$ cat src/rtl/uart_transceiver.sv
// uart_transceiver: 16x-oversampled UART receiver and transmitter sharing one free-running baud tick
module uart_transceiver #(
  parameter int NB_DATA  = 8,
  parameter int NB_OP    = 6,
  parameter int BAUD_DIV = 326,
  parameter int SB_TICK  = 16
) (
  input  logic               i_clock,
  input  logic               i_reset,
  input  logic               i_rx,
  input  logic [NB_DATA-1:0] i_tx,
  input  logic               i_tx_start,
  output logic [NB_DATA-1:0] o_rx,
  output logic               o_rx_done_tick,
  output logic               o_tx,
  output logic               o_tx_done_tick
);
  localparam int NB_T = $clog2(BAUD_DIV + 1);
  localparam int NB_S = $clog2((SB_TICK > 16 ? SB_TICK : 16) + 1 + 0 * NB_OP);
  localparam int NB_N = $clog2(NB_DATA + 1);
  localparam logic [NB_T-1:0] T_LAST = NB_T'(BAUD_DIV - 1);
  localparam logic [NB_S-1:0] S_MID  = NB_S'(7);
  localparam logic [NB_S-1:0] S_BIT  = NB_S'(15);
  localparam logic [NB_S-1:0] S_STOP = NB_S'(SB_TICK - 1);
  localparam logic [NB_N-1:0] N_LAST = NB_N'(NB_DATA - 1);

  typedef enum logic [1:0] {IDLE, START, DATA, STOP} state_t;

  logic               tick;
  logic [NB_T-1:0]    tick_cnt_q, tick_cnt_d;
  state_t             rx_state_q, rx_state_d;
  logic [NB_S-1:0]    rx_s_q, rx_s_d;
  logic [NB_N-1:0]    rx_n_q, rx_n_d;
  logic [NB_DATA-1:0] rx_b_q, rx_b_d;
  logic [NB_DATA-1:0] rx_q, rx_d;
  logic               rx_done_q, rx_done_d;
  state_t             tx_state_q, tx_state_d;
  logic [NB_S-1:0]    tx_s_q, tx_s_d;
  logic [NB_N-1:0]    tx_n_q, tx_n_d;
  logic [NB_DATA-1:0] tx_b_q, tx_b_d;
  logic               tx_q, tx_d;
  logic               tx_done_q, tx_done_d;

  assign o_rx           = rx_q;
  assign o_rx_done_tick = rx_done_q;
  assign o_tx           = tx_q;
  assign o_tx_done_tick = tx_done_q;

  // baud tick: wraps at BAUD_DIV-1 and pulses on the last count
  always_comb begin
    tick       = tick_cnt_q == T_LAST;
    tick_cnt_d = tick ? '0 : tick_cnt_q + NB_T'(1);
  end

  // receiver: validate start at mid-bit, then sample each data bit at its centre
  always_comb begin
    rx_state_d = rx_state_q;
    rx_s_d     = rx_s_q;
    rx_n_d     = rx_n_q;
    rx_b_d     = rx_b_q;
    rx_d       = rx_q;
    rx_done_d  = 1'b0;
    case (rx_state_q)
      IDLE: if (!i_rx) begin
        rx_state_d = START;
        rx_s_d     = '0;
      end
      START: if (tick) begin
        if (rx_s_q == S_MID) begin
          rx_state_d = i_rx ? IDLE : DATA;
          rx_s_d     = '0;
          rx_n_d     = '0;
        end else rx_s_d = rx_s_q + NB_S'(1);
      end
      DATA: if (tick) begin
        if (rx_s_q == S_BIT) begin
          rx_s_d = '0;
          rx_b_d = NB_DATA'({i_rx, rx_b_q} >> 1);
          if (rx_n_q == N_LAST) rx_state_d = STOP;
          else rx_n_d = rx_n_q + NB_N'(1);
        end else rx_s_d = rx_s_q + NB_S'(1);
      end
      STOP: if (tick) begin
        if (rx_s_q == S_STOP) begin
          rx_state_d = IDLE;
          rx_d       = rx_b_q;
          rx_done_d  = 1'b1;
        end else rx_s_d = rx_s_q + NB_S'(1);
      end
      default: rx_state_d = IDLE;
    endcase
  end

  // transmitter: line level follows the next state so o_tx is a clean register output
  always_comb begin
    tx_state_d = tx_state_q;
    tx_s_d     = tx_s_q;
    tx_n_d     = tx_n_q;
    tx_b_d     = tx_b_q;
    tx_done_d  = 1'b0;
    case (tx_state_q)
      IDLE: if (i_tx_start) begin
        tx_state_d = START;
        tx_s_d     = '0;
        tx_b_d     = i_tx;
      end
      START: if (tick) begin
        if (tx_s_q == S_BIT) begin
          tx_state_d = DATA;
          tx_s_d     = '0;
          tx_n_d     = '0;
        end else tx_s_d = tx_s_q + NB_S'(1);
      end
      DATA: if (tick) begin
        if (tx_s_q == S_BIT) begin
          tx_s_d = '0;
          tx_b_d = tx_b_q >> 1;
          if (tx_n_q == N_LAST) tx_state_d = STOP;
          else tx_n_d = tx_n_q + NB_N'(1);
        end else tx_s_d = tx_s_q + NB_S'(1);
      end
      STOP: if (tick) begin
        if (tx_s_q == S_STOP) begin
          tx_state_d = IDLE;
          tx_done_d  = 1'b1;
        end else tx_s_d = tx_s_q + NB_S'(1);
      end
      default: tx_state_d = IDLE;
    endcase
    tx_d = tx_state_d == START ? 1'b0 : tx_state_d == DATA ? tx_b_d[0] : 1'b1;
  end

  // state registers; reset aborts any frame in flight and idles the line high
  always_ff @(posedge i_clock) begin
    if (i_reset) begin
      tick_cnt_q <= '0;
      rx_state_q <= IDLE;
      rx_s_q     <= '0;
      rx_n_q     <= '0;
      rx_b_q     <= '0;
      rx_q       <= '0;
      rx_done_q  <= 1'b0;
      tx_state_q <= IDLE;
      tx_s_q     <= '0;
      tx_n_q     <= '0;
      tx_b_q     <= '0;
      tx_q       <= 1'b1;
      tx_done_q  <= 1'b0;
    end else begin
      tick_cnt_q <= tick_cnt_d;
      rx_state_q <= rx_state_d;
      rx_s_q     <= rx_s_d;
      rx_n_q     <= rx_n_d;
      rx_b_q     <= rx_b_d;
      rx_q       <= rx_d;
      rx_done_q  <= rx_done_d;
      tx_state_q <= tx_state_d;
      tx_s_q     <= tx_s_d;
      tx_n_q     <= tx_n_d;
      tx_b_q     <= tx_b_d;
      tx_q       <= tx_d;
      tx_done_q  <= tx_done_d;
    end
  end
endmodule

$ cat config.mk
export PLATFORM = sky130hd
export DESIGN_NAME = uart_transceiver
export DESIGN_NICKNAME = d
export VERILOG_FILES = /design/src/rtl/uart_transceiver.sv
export SDC_FILE = /design/constraint.sdc
export NUM_CORES = 1
export LEC_CHECK = 0
export ABC_CLOCK_PERIOD_IN_PS = 3350
export BUFFER_PORTS_ARGS = -buffer_cell sky130_fd_sc_hd__buf_2
export CORE_ASPECT_RATIO = 0.7
export CORE_UTILIZATION = 40
export DETAILED_ROUTE_END_ITERATION = 10
export PLACE_DENSITY = 0.63
export SYNTH_ARGS = -nofsm -noshare
export SYNTH_HDL_FRONTEND = slang
export SYNTH_SLANG_ARGS = --single-unit
$ cat constraint.sdc
create_clock -name i_clock -period 3.35 [get_ports i_clock]
set_clock_uncertainty 0.2 [all_clocks]
set_input_delay 0.8375 -clock i_clock [delete_from_list [all_inputs] [get_ports i_clock]]
set_output_delay 0.8375 -clock i_clock [all_outputs]
set_load 0.05 [all_outputs]
==> results of run 1 <==
## state kept, by name, summed over array words and instances, names as in the netlist, named ones only
signal	flops
tick_cnt_q	9
rx_s_q	5
o_rx	8
tx_state_q	2
o_tx	1
tx_s_q	5
rx_n_q	4
o_rx_done_tick	1
rx_b_q	8
o_tx_done_tick	1
tx_n_q	4
tx_b_q	8
rx_state_q	1
## layout make-up
class	instances	area, µm²
inverter	16	60.06
timing repair buffer	25	132.6
sequential	58	1161
multi-input combinational	244	1654
tap	94	117.6
clock buffer	9	123.9
clock inverter	7	55.05
fill	678	3608
## cells by family after synthesis
family,after synthesis,share of synthesized area (%)
AND/OR/NAND/NOR,136,24.79
AO/OA/AOI/OAI,62,14.80
flip-flops,58,39.59
buffers and inverters,31,4.010
multiplexers,19,6.570
adder cells (fa/ha/maj),17,7.252
XOR/XNOR,10,2.986
## layer usage
| metal | up-vias | routed length, µm |
|---|---|---|
| met3 | 9 | 209 |
| met5 | - | 0 |
| met2 | 34 | 2356 |
| met1 | 1106 | 3253 |
| li1 | 1239 | - |
| met4 | 0 | 99 |
## cell usage after synthesis, types with 6 or more instances
| library cell | n |
|---|---|
| sky130_fd_sc_hd__nand3_1 | 12 |
| sky130_fd_sc_hd__clkbuf_1 | 13 |
| sky130_fd_sc_hd__and2_1 | 6 |
| sky130_fd_sc_hd__inv_1 | 16 |
| sky130_fd_sc_hd__o21ai_0 | 10 |
| sky130_fd_sc_hd__a22oi_1 | 6 |
| sky130_fd_sc_hd__nand2_1 | 16 |
| sky130_fd_sc_hd__and3_1 | 7 |
| sky130_fd_sc_hd__mux2i_1 | 17 |
| sky130_fd_sc_hd__a211oi_1 | 8 |
| sky130_fd_sc_hd__ha_1 | 17 |
| sky130_fd_sc_hd__dfxtp_1 | 58 |
| sky130_fd_sc_hd__xor2_1 | 6 |
| sky130_fd_sc_hd__nor2b_1 | 9 |
| sky130_fd_sc_hd__a21oi_1 | 15 |
| sky130_fd_sc_hd__nor3_1 | 11 |
| sky130_fd_sc_hd__nor2_1 | 39 |
| sky130_fd_sc_hd__nand4_1 | 7 |
## placed cells by master, fill, tap and decap left out, types with 3 or more instances in the layout
cell type | Yosys | layout
sky130_fd_sc_hd__nand2_1 | 16 | 16
sky130_fd_sc_hd__nor2b_1 | 9 | 9
sky130_fd_sc_hd__a211oi_1 | 8 | 8
sky130_fd_sc_hd__a21oi_1 | 15 | 15
sky130_fd_sc_hd__a22oi_1 | 6 | 6
sky130_fd_sc_hd__buf_2 | 1 | 22
sky130_fd_sc_hd__nor3_1 | 11 | 11
sky130_fd_sc_hd__inv_1 | 16 | 16
sky130_fd_sc_hd__buf_4 | 0 | 3
sky130_fd_sc_hd__nor2_1 | 39 | 39
sky130_fd_sc_hd__o21a_1 | 3 | 3
sky130_fd_sc_hd__or3_1 | 5 | 5
sky130_fd_sc_hd__xor2_1 | 6 | 6
sky130_fd_sc_hd__nand4_1 | 7 | 7
sky130_fd_sc_hd__a31oi_1 | 4 | 4
sky130_fd_sc_hd__nand3_1 | 12 | 12
sky130_fd_sc_hd__clkinv_4 | 0 | 3
sky130_fd_sc_hd__ha_1 | 17 | 17
sky130_fd_sc_hd__mux2i_1 | 17 | 17
sky130_fd_sc_hd__and3_1 | 7 | 7
sky130_fd_sc_hd__and2_1 | 6 | 6
sky130_fd_sc_hd__o21ai_0 | 10 | 10
sky130_fd_sc_hd__nor4_1 | 5 | 5
sky130_fd_sc_hd__clkbuf_8 | 0 | 9
sky130_fd_sc_hd__or4_1 | 5 | 5
sky130_fd_sc_hd__xnor2_1 | 4 | 4
sky130_fd_sc_hd__dfxtp_1 | 58 | 58
## worst paths after layout
kind	from	endpoint	slack, ns
worst max-delay path	tick_cnt_q[3]$_SDFF_PP0_	rx_state_q[0]$_SDFFE_PP0P_	0.71
worst min-delay path	tx_s_q[1]$_SDFFE_PP0P_	tx_s_q[1]$_SDFFE_PP0P_	0.28
worst max register to register	tick_cnt_q[3]$_SDFF_PP0_	rx_state_q[0]$_SDFFE_PP0P_	0.71
worst min register to register	tx_s_q[1]$_SDFFE_PP0P_	tx_s_q[1]$_SDFFE_PP0P_	0.28
## worst max-delay path, delay by kind of cell (launching register included)
kind / cells / cell delay (ns)
mux: 1 / 0.35
compound gates: 2 / 0.55
flops: 1 / 0.35
simple gates: 2 / 1.07
## stage by stage
| stage | total power [µW] | utilization (%) | hold slack [ns] | area (µm²) | cells |
|---|---|---|---|---|---|
| floorplan | 906.3 | - | 0.2465 | 2933 | 333 |
| global placement | 950.7 | 45.21 | 0.2576 | 3126 | 437 |
| detailed placement | 954.1 | 45.21 | 0.2740 | 3126 | 437 |
| CTS | 1539 | 47.80 | 0.2846 | 3304 | 453 |
| global route | 1599 | 47.80 | 0.3054 | 3304 | 453 |
| finish | 1523 | 47.80 | 0.2802 | 3304 | 453 |
## power breakdown
group	switching, µW	leakage (µW)	internal (µW)
combinational	122	0.000825	76.1
clock	308	0.0000858	272
sequential	29.5	0.000470	715
==> flow_results.xml, run 1 <==
<?xml version="1.0" encoding="UTF-8"?>
<metrics>
  <group name="routing">
    <metric name="drt_first_pass_iters" unit="">4</metric>
    <metric name="drt_first_iter_violations" unit="">86</metric>
    <metric name="routed_length_per_instance" unit="µm">13.06</metric>
    <metric name="routed_via_density" unit="">5.272</metric>
    <metric name="vias" unit="">2388</metric>
    <metric name="postRouteWirelength" unit="µm">5918</metric>
    <metric name="drcViolationCount" unit="">0</metric>
    <metric name="antenna_left" unit="">0</metric>
  </group>
  <group name="clocking">
    <metric name="clock-sinks" unit="">58</metric>
    <metric name="cts_tree" unit="">built</metric>
    <metric name="clockRootBuffer" unit="">sky130_fd_sc_hd__clkbuf_8</metric>
    <metric name="clk_path_buf_depth" unit="">2</metric>
    <metric name="cts_hold_repair.buffers" unit="">0</metric>
    <metric name="worst_skew_pair.late_latency" unit="ns">0.35</metric>
    <metric name="htree_levels" unit="">3</metric>
    <metric name="clkSlewWorstSetupHoldPaths" unit="ns">0.07</metric>
    <metric name="post_cts.repair.setup_buffers" unit="">0</metric>
    <metric name="cts_resized" unit="">0</metric>
    <metric name="cts_inserted_buffers" unit="">9</metric>
  </group>
  <group name="die">
    <metric name="die_height" unit="µm">73.64</metric>
    <metric name="std_cell_rows" unit="">25</metric>
    <metric name="pin_count" unit="">23</metric>
    <metric name="floorplan.core_area" unit="µm²">6913</metric>
    <metric name="die_width" unit="µm">104.3</metric>
    <metric name="die_area" unit="µm²">7684</metric>
    <metric name="floorplan.initialDensity" unit="%">42.43</metric>
  </group>
  <group name="logic_synthesis">
    <metric name="yosys_warnings" unit="">0</metric>
    <metric name="synth_cell_types" unit="">51</metric>
    <metric name="async_reset_ff_share" unit="%">0</metric>
    <metric name="synth-seq-cells" unit="">58</metric>
    <metric name="synth_top_area_share" unit="%">39.59</metric>
    <metric name="synth_fp_nets" unit="">362</metric>
    <metric name="number_of_enable_type_register_cells_in_the_synthesized_netlist" unit="">0</metric>
    <metric name="netlist_area" unit="µm²">2933</metric>
    <metric name="ys_dominant_reg_cell" unit="">sky130_fd_sc_hd__dfxtp_1</metric>
    <metric name="syn-instance-count" unit="">333</metric>
    <metric name="yosys.area.top_type" unit="">sky130_fd_sc_hd__dfxtp_1</metric>
    <metric name="yosysSeqAreaShare" unit="%">39.59</metric>
    <metric name="synthTopCellsByArea" unit="">sky130_fd_sc_hd__dfxtp_1, sky130_fd_sc_hd__ha_1, sky130_fd_sc_hd__mux2i_1, sky130_fd_sc_hd__nor2_1, sky130_fd_sc_hd__a21oi_1</metric>
    <metric name="mean_cell_area_of_the_mapped_netlist" unit="µm²">8.807</metric>
  </group>
  <group name="global_routing">
    <metric name="use_met1" unit="%">22.96</metric>
    <metric name="grtUsageTotal" unit="%">16.93</metric>
    <metric name="grt_busiest_layer" unit="">met2</metric>
    <metric name="via_count_of_the_first_global_routing_pass" unit="">2177</metric>
    <metric name="use_met3" unit="%">5.058</metric>
    <metric name="antenna_violations_before_repair" unit="">0</metric>
    <metric name="maximum_number_of_pins_on_one_net_before_global_route_repair" unit="">44</metric>
    <metric name="grt_first_pass_wirelength" unit="µm">10120</metric>
    <metric name="grt_util_met2" unit="%">24.87</metric>
    <metric name="grt.overflow.total" unit="">0</metric>
  </group>
  <group name="setup_path">
    <metric name="path_cells" unit="">or4b_1 &gt; o31ai_4 &gt; a21bo_4 &gt; nor4_1 &gt; mux2_1</metric>
    <metric name="end_kind" unit="">flop</metric>
    <metric name="category_of_the_worst_setup_path_launch_point" unit="">flop</metric>
    <metric name="worstPathArrival" unit="ns">2.68</metric>
    <metric name="crit_slowest_cell" unit="">sky130_fd_sc_hd__or4b_1</metric>
    <metric name="crit_path_max_fanout" unit="">6</metric>
    <metric name="worst_ep_required_time" unit="ns">3.39</metric>
    <metric name="cp_slowest_stage_delay" unit="ns">0.71</metric>
    <metric name="criticalPathCategory" unit="">reg -&gt; reg</metric>
    <metric name="ff2ff_path_depth" unit="">5</metric>
  </group>
  <group name="sta">
    <metric name="timing_worst_slew_pin_value" unit="ns">0.8141</metric>
    <metric name="report.final.hold_viol_count" unit="">0</metric>
    <metric name="max_slew_vio_count" unit="">0</metric>
    <metric name="timing.final.crit_period" unit="ns">2.639</metric>
    <metric name="timing.final.ws_setup" unit="ns">0.7114</metric>
    <metric name="final_layout_setup_total_negative_slack" unit="ns">0</metric>
    <metric name="setup_viol" unit="">0</metric>
    <metric name="rsz_0062_raised_after_global_routing" unit="">no</metric>
    <metric name="slew_headroom" unit="%">45.73</metric>
    <metric name="period_share" unit="%">78.76</metric>
    <metric name="max_clock_freq" unit="MHz">379.0</metric>
  </group>
  <group name="finish">
    <metric name="antennaDiodeCount" unit="">0</metric>
    <metric name="layout_area_overhead" unit="%">12.67</metric>
    <metric name="post_route_cells_drive_above_1_share" unit="%">13.09</metric>
    <metric name="nets" unit="">383</metric>
  </group>
  <group name="placement">
    <metric name="preCtsSetupSlack" unit="ns">0.7477</metric>
    <metric name="gpl.final_weighted_congestion" unit="">0.7869</metric>
    <metric name="post-dp-hpwl" unit="µm">4088</metric>
    <metric name="io_buffers" unit="">22</metric>
  </group>
  <group name="worst_hold_path">
    <metric name="hold_depth" unit="">2</metric>
    <metric name="hp-class" unit="">reg -&gt; reg</metric>
  </group>
  <group name="flow_run">
    <metric name="timing.max_cap.violations" unit="">0</metric>
  </group>
  <group name="pwr">
    <metric name="leakagePower" unit="µW">0.001381</metric>
    <metric name="max-vdd-ir-drop" unit="V">0.0002984</metric>
    <metric name="pwr_density_cell" unit="nW/µm²">460.8</metric>
  </group>
  <group name="outcome">
    <metric name="result_of_the_run" unit="">complete, no violations</metric>
  </group>
</metrics>
Power figures use the tool's default switching activity.
==> run 2: changes to the inputs <==
ABC_CLOCK_PERIOD_IN_PS = 2100   (was 3350)
PLACE_DENSITY = 0.65   (was 0.63)
clock period = 2.1 ns   (was 3.35 ns; I/O delays follow)
==> run 2 against run 1 <==
The run now ends with setup timing left. Critical path depth rose by 3. Clock-buffer cell count is 1 higher. Fmax up 15%. Hold slack lost 0.032 ns. Core utilization increased by 14 points. Non-clock buffer count up 74. Via count increased by 16%. Sequential share of layout area down 7.8 points. Largest cell class unchanged.
==> flow_results.xml, run 2 (synthesis results as in run 1) <==
<?xml version="1.0" encoding="UTF-8"?>
<metrics>
  <group name="outcome">
    <metric name="result_of_the_run" unit="">finished with violations</metric>
    <metric name="failed_checks" unit="">setup timing</metric>
  </group>
  <group name="sta">
    <metric name="period_share" unit="%">108.9</metric>
    <metric name="max_slew_vio_count" unit="">0</metric>
    <metric name="timing_worst_slew_pin_value" unit="ns">0.4127</metric>
    <metric name="report.final.hold_viol_count" unit="">0</metric>
    <metric name="max_clock_freq" unit="MHz">437.2</metric>
    <metric name="final_layout_setup_total_negative_slack" unit="ns">-1.699</metric>
    <metric name="setup_viol" unit="">26</metric>
    <metric name="slew_headroom" unit="%">72.48</metric>
    <metric name="rsz_0062_raised_after_global_routing" unit="">yes</metric>
    <metric name="timing.final.crit_period" unit="ns">2.287</metric>
    <metric name="timing.final.ws_setup" unit="ns">-0.1871</metric>
  </group>
  <group name="clocking">
    <metric name="clk_path_buf_depth" unit="">2</metric>
    <metric name="cts_inserted_buffers" unit="">9</metric>
    <metric name="worst_skew_pair.late_latency" unit="ns">0.35</metric>
    <metric name="clkSlewWorstSetupHoldPaths" unit="ns">0.07</metric>
    <metric name="clock-sinks" unit="">58</metric>
    <metric name="clockRootBuffer" unit="">sky130_fd_sc_hd__clkbuf_8</metric>
    <metric name="htree_levels" unit="">3</metric>
    <metric name="cts_tree" unit="">built</metric>
  </group>
  <group name="die">
    <metric name="std_cell_rows" unit="">25</metric>
    <metric name="floorplan.core_area" unit="µm²">6913</metric>
    <metric name="floorplan.initialDensity" unit="%">42.43</metric>
    <metric name="pin_count" unit="">23</metric>
    <metric name="die_area" unit="µm²">7684</metric>
    <metric name="die_width" unit="µm">104.3</metric>
    <metric name="die_height" unit="µm">73.64</metric>
  </group>
  <group name="pwr">
    <metric name="power.clock.fraction" unit="%">37.8</metric>
    <metric name="share_of_total_power_in_sequential_cells" unit="%">42.0</metric>
    <metric name="max-vdd-ir-drop" unit="V">0.0004169</metric>
    <metric name="leakagePower" unit="µW">0.001792</metric>
    <metric name="pwr-share-comb" unit="%">20.3</metric>
    <metric name="p_int" unit="µW">2011</metric>
    <metric name="power_switching_share" unit="%">28.92</metric>
    <metric name="pwr_density_cell" unit="nW/µm²">662.0</metric>
    <metric name="p_sw" unit="µW">818.2</metric>
    <metric name="design_power_total" unit="µW">2829</metric>
  </group>
  <group name="finish">
    <metric name="most_common_cell_after_layout_fill_and_taps_aside" unit="">sky130_fd_sc_hd__buf_4</metric>
    <metric name="post_route_cells_drive_above_1_share" unit="%">39.63</metric>
    <metric name="regMostFlops" unit="">tick_cnt_q</metric>
    <metric name="final_cell_mix" unit="">sky130_fd_sc_hd__buf_4, sky130_fd_sc_hd__dfxtp_1, sky130_fd_sc_hd__nor2_1</metric>
    <metric name="layout_area_overhead" unit="%">45.69</metric>
    <metric name="post-route-util" unit="%">61.81</metric>
    <metric name="antennaDiodeCount" unit="">0</metric>
    <metric name="largest_register_ffs" unit="">9</metric>
    <metric name="nets" unit="">458</metric>
  </group>
  <group name="setup_path">
    <metric name="crit_slowest_cell" unit="">sky130_fd_sc_hd__or4b_1</metric>
    <metric name="category_of_the_worst_setup_path_launch_point" unit="">flop</metric>
    <metric name="worst_path_most_repeated_cell" unit="">sky130_fd_sc_hd__ha_4</metric>
    <metric name="setup.reg_to_reg.worst_slack" unit="ns">-0.19</metric>
    <metric name="cp_slowest_stage_delay" unit="ns">0.53</metric>
    <metric name="critical_path.reg2reg.endpoint" unit="">rx_s_q[2]$_SDFFE_PP0P_</metric>
    <metric name="path_cells" unit="">ha_4 &gt; and3_4 &gt; ha_4 &gt; nand2_1 &gt; nand3_1 &gt; a221o_1 &gt; or4b_1 &gt; a21oi_1</metric>
    <metric name="criticalPathCategory" unit="">reg -&gt; reg</metric>
    <metric name="r2r-start" unit="">rx_s_q[0]$_SDFFE_PP0P_</metric>
    <metric name="end_kind" unit="">flop</metric>
    <metric name="timing.critical_path.max_delay_family" unit="">simple AND/OR/NAND/NOR gates</metric>
    <metric name="critPathBufInv" unit="">0</metric>
    <metric name="ff2ff_path_depth" unit="">8</metric>
    <metric name="crit_path_max_fanout" unit="">4</metric>
    <metric name="worst_ep_required_time" unit="ns">2.18</metric>
    <metric name="worstPathArrival" unit="ns">2.36</metric>
  </group>
  <group name="placement">
    <metric name="preCtsSetupSlack" unit="ns">-0.2170</metric>
    <metric name="post-dp-hpwl" unit="µm">5167</metric>
    <metric name="gpl.final_weighted_congestion" unit="">0.9425</metric>
    <metric name="io_buffers" unit="">22</metric>
  </group>
  <group name="global_routing">
    <metric name="grt_first_pass_wirelength" unit="µm">12210</metric>
    <metric name="grtUsageTotal" unit="%">20.37</metric>
    <metric name="maximum_number_of_pins_on_one_net_before_global_route_repair" unit="">25</metric>
    <metric name="antenna_violations_before_repair" unit="">0</metric>
    <metric name="grt.overflow.total" unit="">0</metric>
    <metric name="via_count_of_the_first_global_routing_pass" unit="">2563</metric>
  </group>
  <group name="routing">
    <metric name="drt_first_iter_violations" unit="">134</metric>
    <metric name="vias" unit="">2775</metric>
    <metric name="routed_length_per_instance" unit="µm">14.78</metric>
    <metric name="drcViolationCount" unit="">0</metric>
    <metric name="antenna_left" unit="">0</metric>
    <metric name="drt_first_pass_iters" unit="">4</metric>
    <metric name="routed_via_density" unit="">5.256</metric>
    <metric name="postRouteWirelength" unit="µm">7806</metric>
  </group>
  <group name="worst_hold_path">
    <metric name="hold-path-endpoint" unit="">tx_b_q[7]$_SDFFE_PP0P_</metric>
    <metric name="hp-class" unit="">in -&gt; reg</metric>
    <metric name="hold_depth" unit="">3</metric>
    <metric name="min_from" unit="">i_tx[7]</metric>
  </group>
  <group name="flow_run">
    <metric name="timing.max_cap.violations" unit="">0</metric>
  </group>
</metrics>
[run 2: cell types whose count changed in the layout (fill, tap and decap cells not counted), sizes merged]
cell	change
bufinv	+1
clkinvlp	+1
a21oi	+1
buf	+74
inv	-1
clkbuf	+1
clkinv	-2
[run 2: metrics by stage]
| stage | hold slack (ns) | instances | cell area [µm²] |
|---|---|---|---|
| 2_1_floorplan | 0.2463 | 333 | 3033 |
| 3_3_place_gp | 0.2559 | 499 | 3670 |
| 3_5_place_dp | 0.2776 | 499 | 3670 |
| 4_1_cts | 0.2285 | 517 | 3968 |
| 5_1_grt | 0.2563 | 528 | 4273 |
| 6_report | 0.2481 | 528 | 4273 |
[run 2: power groups by stage]
stage	clock [µW]	sequential [µW]	combinational, µW
CTS	1090	1180	501
detailed placement	0	1200	475
floorplan	0	1200	268
global route	1130	1190	631
global placement	0	1200	464
finish	1070	1190	574
[run 2: worst max path at each step]
stage | cells after the start | start | slack, ns | to
floorplan | 9 | rx_s_q[1]$_SDFFE_PP0P_ | -0.22 | rx_s_q[2]$_SDFFE_PP0P_
finish | 8 | rx_s_q[0]$_SDFFE_PP0P_ | -0.19 | rx_s_q[2]$_SDFFE_PP0P_
global route | 8 | rx_s_q[0]$_SDFFE_PP0P_ | -0.26 | rx_s_q[2]$_SDFFE_PP0P_
global placement | 7 | rx_s_q[1]$_SDFFE_PP0P_ | -0.18 | rx_n_q[0]$_SDFFE_PP0P_
CTS | 5 | tick_cnt_q[4]$_SDFF_PP0_ | -0.18 | rx_n_q[0]$_SDFFE_PP0P_
detailed placement | 7 | rx_s_q[1]$_SDFFE_PP0P_ | -0.22 | rx_n_q[0]$_SDFFE_PP0P_
[run 2: routing by layer]
metal  up-vias  global-route usage (%)  routed length, µm
met5         -                       0                  0
met4         0                   10.48                 97
met3         8                   4.880                320
met2        43                   30.54               3560
met1      1333                   27.43               3828
li1       1391                       -                  -
[run 2: worst min-delay path, cell delays in order]
cell	delay, ns
sky130_fd_sc_hd__buf_2	0.10
sky130_fd_sc_hd__nand3_1	0.07
sky130_fd_sc_hd__a21oi_2	0.05
[run 2: timing repair]
| item | CTS | global route |
|---|---|---|
| setup buffers | 1 | 12 |
| resized for setup | 19 | 56 |
| pin swaps | 11 | 35 |
| endpoints found under the hold margin | 0 | 0 |
| gates cloned | 1 | 1 |
| hold buffers | 0 | 0 |
| setup endpoints to repair | 43 | 38 |
[run 2: layout make-up]
type                    count  area (µm²)
flip-flops and latches     58        1170
multi-input cells         245        1966
clock buffers              10       137.6
fillers                   577        2640
well taps                  94       117.6
clock inverters             6       66.31
repair buffers             99       755.7
inverters                  16       60.06
==> run 3: changes to the inputs <==
SETUP_SLACK_MARGIN = 0.3   (was default)
==> run 3 against run 2 <==
The run still ends with setup timing left. Via count grew 3.8%. Core utilization grew 3.2 points. Hold slack lost 0.019 ns. Design area grew 5.2%. Critical path depth shrank 2. Critical endpoint unchanged. Power grew 5.1%. Register-to-register slack lost 0.07 ns. Sequential power is essentially flat. Critical path type unchanged. Global-route usage grew 0.16 points. Largest power group unchanged. Wire length grew 12%. Clock-buffer cell count shrank 1.
==> flow_results.xml, run 3 (synthesis results as in run 1) <==
<?xml version="1.0" encoding="UTF-8"?>
<metrics>
  <group name="sta">
    <metric name="period_share" unit="%">112.2</metric>
    <metric name="max_clock_freq" unit="MHz">424.4</metric>
    <metric name="max_slew_vio_count" unit="">0</metric>
    <metric name="report.final.hold_viol_count" unit="">0</metric>
    <metric name="timing.final.crit_period" unit="ns">2.357</metric>
    <metric name="slew_headroom" unit="%">67.77</metric>
    <metric name="timing_worst_slew_pin_value" unit="ns">0.4824</metric>
    <metric name="timing.final.ws_setup" unit="ns">-0.2565</metric>
    <metric name="rsz_0062_raised_after_global_routing" unit="">yes</metric>
    <metric name="setup_viol" unit="">45</metric>
  </group>
  <group name="clocking">
    <metric name="clk_path_buf_depth" unit="">2</metric>
    <metric name="clkSlewWorstSetupHoldPaths" unit="ns">0.07</metric>
    <metric name="htree_levels" unit="">3</metric>
    <metric name="clockRootBuffer" unit="">sky130_fd_sc_hd__clkbuf_8</metric>
    <metric name="cts_tree" unit="">built</metric>
    <metric name="cts_inserted_buffers" unit="">9</metric>
    <metric name="clock-sinks" unit="">58</metric>
    <metric name="worst_skew_pair.late_latency" unit="ns">0.35</metric>
  </group>
  <group name="routing">
    <metric name="drcViolationCount" unit="">0</metric>
    <metric name="drt_first_iter_violations" unit="">217</metric>
    <metric name="vias" unit="">2880</metric>
    <metric name="routed_length_per_instance" unit="µm">16.38</metric>
    <metric name="routed_via_density" unit="">5.414</metric>
    <metric name="postRouteWirelength" unit="µm">8712</metric>
    <metric name="drt_first_pass_iters" unit="">5</metric>
    <metric name="antenna_left" unit="">0</metric>
  </group>
  <group name="global_routing">
    <metric name="antenna_violations_before_repair" unit="">0</metric>
    <metric name="grtUsageTotal" unit="%">20.53</metric>
    <metric name="grt.overflow.total" unit="">0</metric>
    <metric name="maximum_number_of_pins_on_one_net_before_global_route_repair" unit="">26</metric>
    <metric name="via_count_of_the_first_global_routing_pass" unit="">2541</metric>
    <metric name="grt_first_pass_wirelength" unit="µm">12280</metric>
  </group>
  <group name="worst_hold_path">
    <metric name="min_from" unit="">i_tx[7]</metric>
    <metric name="hold_depth" unit="">3</metric>
    <metric name="hold-path-endpoint" unit="">tx_b_q[7]$_SDFFE_PP0P_</metric>
    <metric name="hp-class" unit="">in -&gt; reg</metric>
  </group>
  <group name="die">
    <metric name="floorplan.core_area" unit="µm²">6913</metric>
    <metric name="floorplan.initialDensity" unit="%">42.43</metric>
    <metric name="die_area" unit="µm²">7684</metric>
    <metric name="std_cell_rows" unit="">25</metric>
    <metric name="die_height" unit="µm">73.64</metric>
    <metric name="die_width" unit="µm">104.3</metric>
    <metric name="pin_count" unit="">23</metric>
  </group>
  <group name="finish">
    <metric name="ff_latch_area" unit="µm²">1172</metric>
    <metric name="layout_area_overhead" unit="%">53.28</metric>
    <metric name="multi_input_area" unit="µm²">2086</metric>
    <metric name="final_cell_mix" unit="">sky130_fd_sc_hd__buf_4, sky130_fd_sc_hd__dfxtp_1, sky130_fd_sc_hd__nor2_1</metric>
    <metric name="most_common_cell_after_layout_fill_and_taps_aside" unit="">sky130_fd_sc_hd__buf_4</metric>
    <metric name="largest_register_ffs" unit="">9</metric>
    <metric name="nets" unit="">462</metric>
    <metric name="final_cell_area" unit="µm²">4496</metric>
    <metric name="antennaDiodeCount" unit="">0</metric>
    <metric name="post_route_cells_drive_above_1_share" unit="%">44.98</metric>
    <metric name="filler_cell_count" unit="">502</metric>
    <metric name="regMostFlops" unit="">tick_cnt_q</metric>
  </group>
  <group name="setup_path">
    <metric name="critPathBufInv" unit="">1</metric>
    <metric name="path_cells" unit="">buf_6 &gt; nor4b_4 &gt; nand2_2 &gt; a221o_1 &gt; or4b_1 &gt; a21oi_1</metric>
    <metric name="setup.reg_to_reg.worst_slack" unit="ns">-0.26</metric>
    <metric name="worst_ep_required_time" unit="ns">2.19</metric>
    <metric name="timing.critical_path.max_delay_family" unit="">simple AND/OR/NAND/NOR gates</metric>
    <metric name="criticalPathCategory" unit="">reg -&gt; reg</metric>
    <metric name="r2r-start" unit="">tick_cnt_q[3]$_SDFF_PP0_</metric>
    <metric name="ff2ff_path_depth" unit="">6</metric>
    <metric name="end_kind" unit="">flop</metric>
    <metric name="cp_slowest_stage_delay" unit="ns">0.51</metric>
    <metric name="critical_path.reg2reg.endpoint" unit="">rx_s_q[2]$_SDFFE_PP0P_</metric>
    <metric name="crit_path_max_fanout" unit="">6</metric>
    <metric name="category_of_the_worst_setup_path_launch_point" unit="">flop</metric>
    <metric name="worstPathArrival" unit="ns">2.44</metric>
    <metric name="crit_slowest_cell" unit="">sky130_fd_sc_hd__or4b_1</metric>
  </group>
  <group name="pwr">
    <metric name="pwr_density_cell" unit="nW/µm²">661.1</metric>
    <metric name="max-vdd-ir-drop" unit="V">0.0005628</metric>
    <metric name="design_power_total" unit="µW">2972</metric>
    <metric name="leakagePower" unit="µW">0.001873</metric>
  </group>
  <group name="placement">
    <metric name="post-dp-hpwl" unit="µm">5002</metric>
    <metric name="dpl_cell_area" unit="µm²">3642</metric>
    <metric name="gpl.final_weighted_congestion" unit="">0.8325</metric>
    <metric name="io_buffers" unit="">22</metric>
  </group>
  <group name="outcome">
    <metric name="failed_checks" unit="">setup timing</metric>
    <metric name="result_of_the_run" unit="">finished with violations</metric>
  </group>
  <group name="flow_run">
    <metric name="timing.max_cap.violations" unit="">0</metric>
  </group>
</metrics>
run 3: through the flow:
step / hold WS [ns] / util (%) / setup slack [ns] / cells / setup TNS (ns)
floorplan: 0.2411 / - / -0.2198 / 333 / -1.629
global placement: 0.2602 / 52.69 / -0.1444 / 487 / -1.294
detailed placement: 0.2698 / 52.69 / -0.2117 / 487 / -1.851
CTS: 0.2151 / 59.26 / -0.1824 / 516 / -1.292
global route: 0.2178 / 65.03 / -0.3218 / 532 / -8.617
finish: 0.2289 / 65.03 / -0.2565 / 532 / -5.020
run 3: cell type report:
cell class	count	area share, %
sequential	58	26.08
multi-input combinational	244	46.40
inverter	16	1.336
clock inverter	7	2.282
timing repair buffer	104	18.54
clock buffer	9	2.755
tap	94	2.616
run 3: metal layers:
metal	GRT usage [%]	part of all wire (%)	wire (µm)
met1	28.09	48	4173
met2	30.98	46	4006
met3	5.856	4.7	411
met4	7.143	1.4	121
met5	0	0	0
run 3: where the power goes:
part,switching (µW),internal [µW]
clock,511,677
sequential,47.6,1140
combinational,309,285
total,868,2100
run 3: tightest hold or removal path, stage by stage:
cell,delay [ns]
sky130_fd_sc_hd__buf_2,0.10
sky130_fd_sc_hd__nand3_1,0.05
sky130_fd_sc_hd__a21oi_1,0.06
run 3: worst max-delay path by stage:
stage | cells after the start | start | endpoint
4_1_cts | 5 | tick_cnt_q[4]$_SDFF_PP0_ | rx_n_q[0]$_SDFFE_PP0P_
3_5_place_dp | 8 | rx_s_q[0]$_SDFFE_PP0P_ | rx_n_q[0]$_SDFFE_PP0P_
3_3_place_gp | 5 | tick_cnt_q[4]$_SDFF_PP0_ | rx_n_q[0]$_SDFFE_PP0P_
6_report | 6 | tick_cnt_q[3]$_SDFF_PP0_ | rx_s_q[2]$_SDFFE_PP0P_
2_1_floorplan | 9 | rx_s_q[1]$_SDFFE_PP0P_ | rx_s_q[2]$_SDFFE_PP0P_
5_1_grt | 7 | tick_cnt_q[3]$_SDFF_PP0_ | rx_n_q[0]$_SDFFE_PP0P_
run 3: what timing repair did:
action	CTS	global route
hold buffers	0	0
gates resized for setup	31	65
setup buffers	12	14
gates cloned	1	2
endpoints found under the setup margin	57	58
pin swaps	20	34
